**src/rtl/cla_serial_adder.sv**
```systemverilog
// -----------------------------------------------------------------------------
// cla_serial_adder
//
// Multi-cycle WIDTH-bit adder. Each cycle it adds one CHUNK-bit slice of the
// latched operands. Within a slice, per-bit generate/propagate terms feed a
// flattened carry-lookahead network. The carry out of the slice is registered
// and becomes the carry into the next slice. The arithmetic is modulo
// 2^WIDTH. The (WIDTH+1)-bit result is presented as {cout, sum}, and ovf
// flags signed overflow.
//
// Ports:
//   clk        clock; all state changes on the rising edge
//   rst        asynchronous, active-high reset
//   in_valid   a, b and cin are valid
//   in_ready   block can accept operands (IDLE and not in reset)
//   a, b       WIDTH-bit operands
//   cin        carry into bit 0
//   out_valid  sum, cout and ovf hold a completed result
//   out_ready  consumer accepts the result
//   sum        registered WIDTH-bit sum
//   cout       carry out of the MSB
//   ovf        signed overflow (carry into MSB xor carry out of MSB)
// -----------------------------------------------------------------------------
module cla_serial_adder #(
    parameter int WIDTH = 32,
    parameter int CHUNK = 4
) (
    input  logic             clk,
    input  logic             rst,
    input  logic             in_valid,
    output logic             in_ready,
    input  logic [WIDTH-1:0] a,
    input  logic [WIDTH-1:0] b,
    input  logic             cin,
    output logic             out_valid,
    input  logic             out_ready,
    output logic [WIDTH-1:0] sum,
    output logic             cout,
    output logic             ovf
);

    localparam int N     = WIDTH / CHUNK;
    localparam int IDX_W = (N > 1) ? $clog2(N) : 1;

    typedef enum logic [1:0] {
        IDLE = 2'd0,
        CALC = 2'd1,
        DONE = 2'd2
    } state_t;

    state_t state_reg;
    state_t state_next;

    logic [WIDTH-1:0] a_reg;
    logic [WIDTH-1:0] b_reg;
    logic [WIDTH-1:0] sum_reg;
    logic             carry_reg;
    logic             cout_reg;
    logic             ovf_reg;
    logic [IDX_W-1:0] idx_reg;

    // Slice currently being added
    logic [CHUNK-1:0] a_slice;
    logic [CHUNK-1:0] b_slice;
    logic [CHUNK-1:0] g;
    logic [CHUNK-1:0] p;
    logic [CHUNK:0]   c;
    logic             last_slice;

    assign a_slice    = a_reg[idx_reg * CHUNK +: CHUNK];
    assign b_slice    = b_reg[idx_reg * CHUNK +: CHUNK];
    assign last_slice = (idx_reg == IDX_W'(N - 1));
    assign c[0]       = carry_reg;

    // ------------------------------------------------------------------
    // Per-bit generate/propagate and flattened lookahead carries.
    // c[i+1] = g[i] | p[i]g[i-1] | ... | p[i..1]g[0] | p[i..0]c[0].
    // Each carry is a single sum of products over g, p and the slice
    // carry-in. No carry depends on another computed carry, so the
    // network stays two-level rather than a ripple chain.
    // ------------------------------------------------------------------
    generate
        for (genvar gi = 0; gi < CHUNK; gi++) begin : g_bit
            logic carry_bit;
            logic term;

            assign g[gi] = a_slice[gi] & b_slice[gi];
            assign p[gi] = a_slice[gi] ^ b_slice[gi];

            always_comb begin
                carry_bit = 1'b0;
                term      = 1'b0;
                // Term that carries the slice carry-in all the way up
                term = c[0];
                for (int k = 0; k <= gi; k++) begin
                    term = term & p[k];
                end
                carry_bit = term;
                // One product term per generating bit j <= gi
                for (int j = 0; j <= gi; j++) begin
                    term = g[j];
                    for (int k = j + 1; k <= gi; k++) begin
                        term = term & p[k];
                    end
                    carry_bit = carry_bit | term;
                end
            end

            assign c[gi+1] = carry_bit;
        end
    endgenerate

    // ------------------------------------------------------------------
    // State register
    // ------------------------------------------------------------------
    always_ff @(posedge clk or posedge rst) begin
        if (rst) begin
            state_reg <= IDLE;
        end else begin
            state_reg <= state_next;
        end
    end

    // ------------------------------------------------------------------
    // Next state and handshake outputs
    // ------------------------------------------------------------------
    always_comb begin
        state_next = state_reg;
        in_ready   = 1'b0;
        out_valid  = 1'b0;
        case (state_reg)
            IDLE: begin
                // Reset is asynchronous, so gate ready directly on rst
                // rather than waiting for the state register to clear.
                in_ready = ~rst;
                if (in_valid) begin
                    state_next = CALC;
                end
            end
            CALC: begin
                if (last_slice) begin
                    state_next = DONE;
                end
            end
            DONE: begin
                out_valid = 1'b1;
                if (out_ready) begin
                    state_next = IDLE;
                end
            end
            default: begin
                state_next = IDLE;
            end
        endcase
    end

    // ------------------------------------------------------------------
    // Datapath registers
    // ------------------------------------------------------------------
    always_ff @(posedge clk or posedge rst) begin
        if (rst) begin
            a_reg     <= '0;
            b_reg     <= '0;
            sum_reg   <= '0;
            carry_reg <= 1'b0;
            cout_reg  <= 1'b0;
            ovf_reg   <= 1'b0;
            idx_reg   <= '0;
        end else begin
            case (state_reg)
                IDLE: begin
                    if (in_valid) begin
                        // Operands are captured here. The inputs are free
                        // to change while the slices are being worked off.
                        a_reg     <= a;
                        b_reg     <= b;
                        carry_reg <= cin;
                        idx_reg   <= '0;
                    end
                end
                CALC: begin
                    sum_reg[idx_reg * CHUNK +: CHUNK] <= p ^ c[CHUNK-1:0];
                    carry_reg <= c[CHUNK];
                    if (last_slice) begin
                        cout_reg <= c[CHUNK];
                        // Carry into the MSB is the carry into the top bit
                        // of the last slice.
                        ovf_reg  <= c[CHUNK-1] ^ c[CHUNK];
                    end else begin
                        idx_reg <= idx_reg + 1'b1;
                    end
                end
                default: begin
                    // DONE: result held stable until handed off
                end
            endcase
        end
    end

    assign sum  = sum_reg;
    assign cout = cout_reg;
    assign ovf  = ovf_reg;

endmodule

```
**config.mk**
```make
export PLATFORM = sky130hd
export DESIGN_NAME = cla_serial_adder
export DESIGN_NICKNAME = d
export VERILOG_FILES = /design/src/rtl/cla_serial_adder.sv
export SDC_FILE = /design/constraint.sdc
export NUM_CORES = 1
export LEC_CHECK = 0
export BUFFER_PORTS_ARGS = -buffer_cell sky130_fd_sc_hd__buf_2
export CORE_AREA = 8 8 95 119
export CTS_BUF_LIST = sky130_fd_sc_hd__clkbuf_2
export CTS_CLUSTER_DIAMETER = 150
export CTS_CLUSTER_SIZE = 28
export DETAILED_ROUTE_END_ITERATION = 10
export DIE_AREA = 0 0 103 127
export PLACE_DENSITY_LB_ADDON = 0.1
export SYNTH_ARGS = -nofsm -noshare
export SYNTH_HDL_FRONTEND = slang
export SYNTH_SLANG_ARGS = --single-unit
```
**constraint.sdc**
```tcl
create_clock -name clk -period 9.1 [get_ports clk]
set_clock_uncertainty 0.2 [all_clocks]
set_input_delay 0.91 -clock clk [delete_from_list [all_inputs] [get_ports clk]]
set_output_delay 0.91 -clock clk [all_outputs]
set_load 0.1 [all_outputs]
```
---- Word level (Yosys, flattened, before mapping) ----
Index checks and enable logic that the tools add are counted.
operators by class
  add/sub/neg operators ................... 2
  multipliers ............................. 0
  div/mod/pow operators ................... 0
  magnitude comparators ................... 0
  eq/ne operators ......................... 7
  shifts and indexed selects .............. 4
  multiplexer cells ....................... 12
  bitwise gates (word level) .............. 31
  reduce and logical (&&, ||, !) cells .... 7
operators with widths
  operator                   number
  $shiftx A32 B6 Y4          2
  $neg A5 Y34                1
  $shift A4 B34 Y32 const A  1
  $shiftx A4 B34 Y32         1
  $bwmux W32                 1
  $and A1 B1 Y1              14
  $or A1 B1 Y1               10
  $ne A2 B2 Y1 const B       4
  $mux W2                    3
  $mux W3                    2
  $pmux W2 S3                1
  $pmux W3 S2                1
  $reduce_and A2 Y1          3
  $reduce_and A3 Y1          2
  $xor A1 B1 Y1              5
  $xor A4 B4 Y4              1
  $add A3 B1 Y3 const B      1
  $eq A3 B3 Y1 const B       1
  $mux W1                    3
  $eq A2 B1 Y1 const B       1
  $eq A2 B2 Y1 const B       1
  $logic_not A2 Y1           1
  $pmux W1 S2                1
  $reduce_bool A2 Y1         1
  $not A1 Y1                 1
word-level totals
  register bits after elaboration ......... 104
  bits in latches ......................... 0
  memory bits (writable) .................. 0
  bits in read-only memories .............. 0
  input bits .............................. 69
  output and inout bits ................... 36
  logic and storage cells ................. 71
  memories kept ........................... 0

---- Logic depth before layout (Yosys ltp) ----
  depth in word-level cells ............... 11
  mapped depth ............................ 11

---- Worst setup path after synthesis ----
No wires, ideal clock.
  path type ............................... input-to-output
  start point ............................. in rst
  end point ............................... out in_ready
  data arrival time ....................... 2.937 ns
  required time ........................... 7.990 ns
  path slack .............................. 5.053 ns
  cell stages on the path ................. 1
  path through ............................ nor3_1
between the ends
  word-level cells in the longest chain between the ends .. 2
RTL lines
  element          RTL line  RTL
  start, declared  29        input logic rst,
  $not A1 Y1       135       in_ready = ~rst;
  $mux W1          131       case (state_reg)
  end, declared    31        output logic in_ready,
Every way passes these cells.

---- Worst setup path in the final report ----
  start point ............................. reg idx_reg[0]
  end point ............................... reg sum_reg[19] (netlist: sum[19])
between the ends
  word-level cells in the longest chain between the ends .. 11
  elaborated cells between the ends (all ways) .. 26
  classes of those cells .................. 1 x add/sub; 4 x shift; 1 x mux; 20 x bitwise
RTL lines
  element                               RTL line  RTL
  start, declared                       60        logic [IDX_W-1:0] idx_reg;
  start signal, assigned                190       idx_reg <= idx_reg + 1'b1;
  $shiftx A32 B6 Y4 (on tied branches)  70, 71
  $xor A1 B1 Y1                         88        assign p[gi] = a_slice[gi] ^ b_slice[gi];
  $and A1 B1 Y1 (3 in a row)            96        term = term & p[k];
  $or A1 B1 Y1 (3 in a row)             105       carry_bit = carry_bit | term;
  $xor A4 B4 Y4                         182       sum_reg[idx_reg * CHUNK +: CHUNK] <= p ^ c[CHUNK-1:0];
  $shiftx A4 B34 Y32                    182
  $bwmux W32 (*)                        182
  end signal, assigned by index         182
  end, declared                         56        logic [WIDTH-1:0] sum_reg;
Every way passes the cells marked *; elsewhere a longest branch is shown, timed or not.
A chain may end at the register's enable or synchronous reset.

==> impl_metrics.yaml <==
status:
  status: "complete, no violations"
synth:
  synth_top_family_by_area: "multiplexers"
  seq_area_frac_synth_pct: 54.3
  yosys.area_share.simple_pct: 7.42
  syn_avg_cell_area_sq_um: 14.2
  synth-xor-area-share_pct: 0.548
  yosys.area.top_type: "dfrtp_1"
  synth_area_sq_um: 4790
  ys_types: 34
  synthMuxAreaShare_pct: 27.8
  synth_compound_area_share_pct: 3.63
  yosys_warnings: 0
  syn-num-nets: 419
  ys_ff_latch: 104
  netlist.area_leader.share_pct: 54.3
  synthCells: 337
  yosys.area_share.adder_pct: 3.55
  yosys-top-cells-area: "dfrtp_1, mux2_2, mux4_2"
drt:
  drc_errors: 0
  viasPerCell: 5.25
  drtIter0Drc: 113
  via_count: 3012
  antenna_left: 0
  wl_per_cell_um: 17.7
  routed_wl_um: 10100
  drt-pass1-iter-count: 4
cells_and_area:
  layout.nets: 525
  drive_gt1_share_pct: 50.0
  antenna_cells: 0
  final_cell_mix: "dfrtp_1, buf_2, mux2_2"
  area_delta_synth_final_pct: 14.6
  final_cells: 574
critical_path:
  r2r_start: "idx_reg[0]"
  cp_common_cell: "nand2_1"
  cp_data_arrival_time_ns: 3.93
  cp_cell_sequence: "buf_4 -> mux4_2 -> nand2_1 -> nand2_1 -> ha_1 -> ha_1 -> o211ai_1 -> nand2_1 -> xnor2_1 -> mux2i_1"
  startpoint: "idx_reg[0]"
  required_ns: 9.35
  crit_fanout: 16
  crit_slowest_cell: "dfrtp_1"
  path_delay_family: "flip-flops"
  cp-end-kind: "register"
  cp-start-kind: "register"
  rrSetupSlack_ns: 5.42
  crit_buf_inv: 1
  path_class: "register to register"
  cpPeakStageDelay_ns: 0.74
sta:
  fin_crit_ns: 3.68
  fmax_ghz: 0.272
  slew_violations: 0
  setup_viol: 0
  max_slew_margin_pct: 45.1
  setup-tns-final_ns: 0
  rsz0062_at_grt: "false"
  fin_crit_sh_pct: 40.4
  tightest_slew_ns: 0.823
  holdWs_ns: 0.158
  hold_viol: 0
clock_tree:
  ctsHtreeMaxLevel: 3
  tritoncts: "built"
  numCtsBuffers: 9
  root_buffer: "clkbuf_2"
  clk_pin_slew_ns: 0.26
  clk_path_buf_depth: 2
  cts_hold_buf: 0
  cts.sinks: 104
  clk_latency_ns: 0.56
  post-cts-setup-buffers: 0
  cts_resized: 0
place:
  detailed_place_hpwl_um: 7660
  place_congestion: 0.768
  dp.cells: 558
  port_buffers: 104
worst_hold_path:
  min_path_type: "input pin to asynchronous set/reset pin"
floorplanning:
  coreArea_sq_um: 9410
  dieArea_sq_um: 13100
  fp.dieH_um: 127
  die_w_um: 103
  rows: 40
  num_io_pins: 105
  initial_core_util_pct: 50.9
global_routing:
  antenna_found_initial: 0
  grt_max_degree: 66
  grt_pass1_vias: 3359
  grt_pass1_wl_um: 16700
  overflow: 0
  grt_usage_pct: 16.5
job:
  drv_cap: 0
[metal layers]
metal | wire length (um) | GRT usage, % | part of all wire [%] | vias to the layer above
met3 | 540 | 3.10 | 5.3 | 13
met5 | 0 | 0 | 0 | -
met2 | 5120 | 27.4 | 50 | 81
met1 | 4300 | 20.0 | 42 | 1492
met4 | 182 | 7.69 | 1.8 | 0
li1 | - | - | - | 1426
[kinds of logic (layout without fill, tap and decap cells)]
| group | count (synthesis) | count (layout) |
|---|---|---|
| flops | 104 | 104 |
| mux | 102 | 102 |
| simple gates | 68 | 68 |
| buf+inv | 24 | 135 |
| compound gates | 23 | 23 |
| fa+ha+maj | 13 | 13 |
| xor+xnor | 3 | 3 |
[through the flow]
stage               instance area, sq um  setup WS (ns)  utilization [%]
floorplan                           4790           5.05                -
global placement                    5420           5.44             57.6
detailed placement                  5420           5.34             57.6
CTS                                 5490           5.33             58.4
global route                        5490           4.98             58.4
finish                              5490           5.42             58.4
[final cells by class]
type	count	area [sq um]
multi-input cells	209	2060
inverters	11	43.8
fillers	813	3920
well taps	126	158
clock inverters	6	26.3
clock buffers	10	50.0
flip-flops and latches	104	2600
repair buffers	108	551
[synthesized netlist by cell type, drive strengths merged]
cell	number
clkinv	1
clkbuf	1
and3b	1
mux2	81
nor3	5
nand2	35
nor3b	3
ha	12
nand3b	1
nand3	6
mux2i	5
o221ai	1
xor2	1
nand2b	3
xnor2	2
o211ai	1
nand4	1
and2	6
inv	10
buf	12
mux4	16
nor2	7
a21oi	3
o2bb2ai	12
dfrtp	104
a22o	2
o21ai	4
fa	1
[worst paths after layout]
check,endpoint,cells past startpoint
max,sum[19],10
max in group asynchronous,b_reg[17],3
max reg2reg,sum[19],10
min,sum[18],2
min reg2reg,cout,2
min in group clk,state_reg[1],2
Power is not shown: default switching activity piles up to over one toggle a cycle in this logic, so the estimate is an artifact.
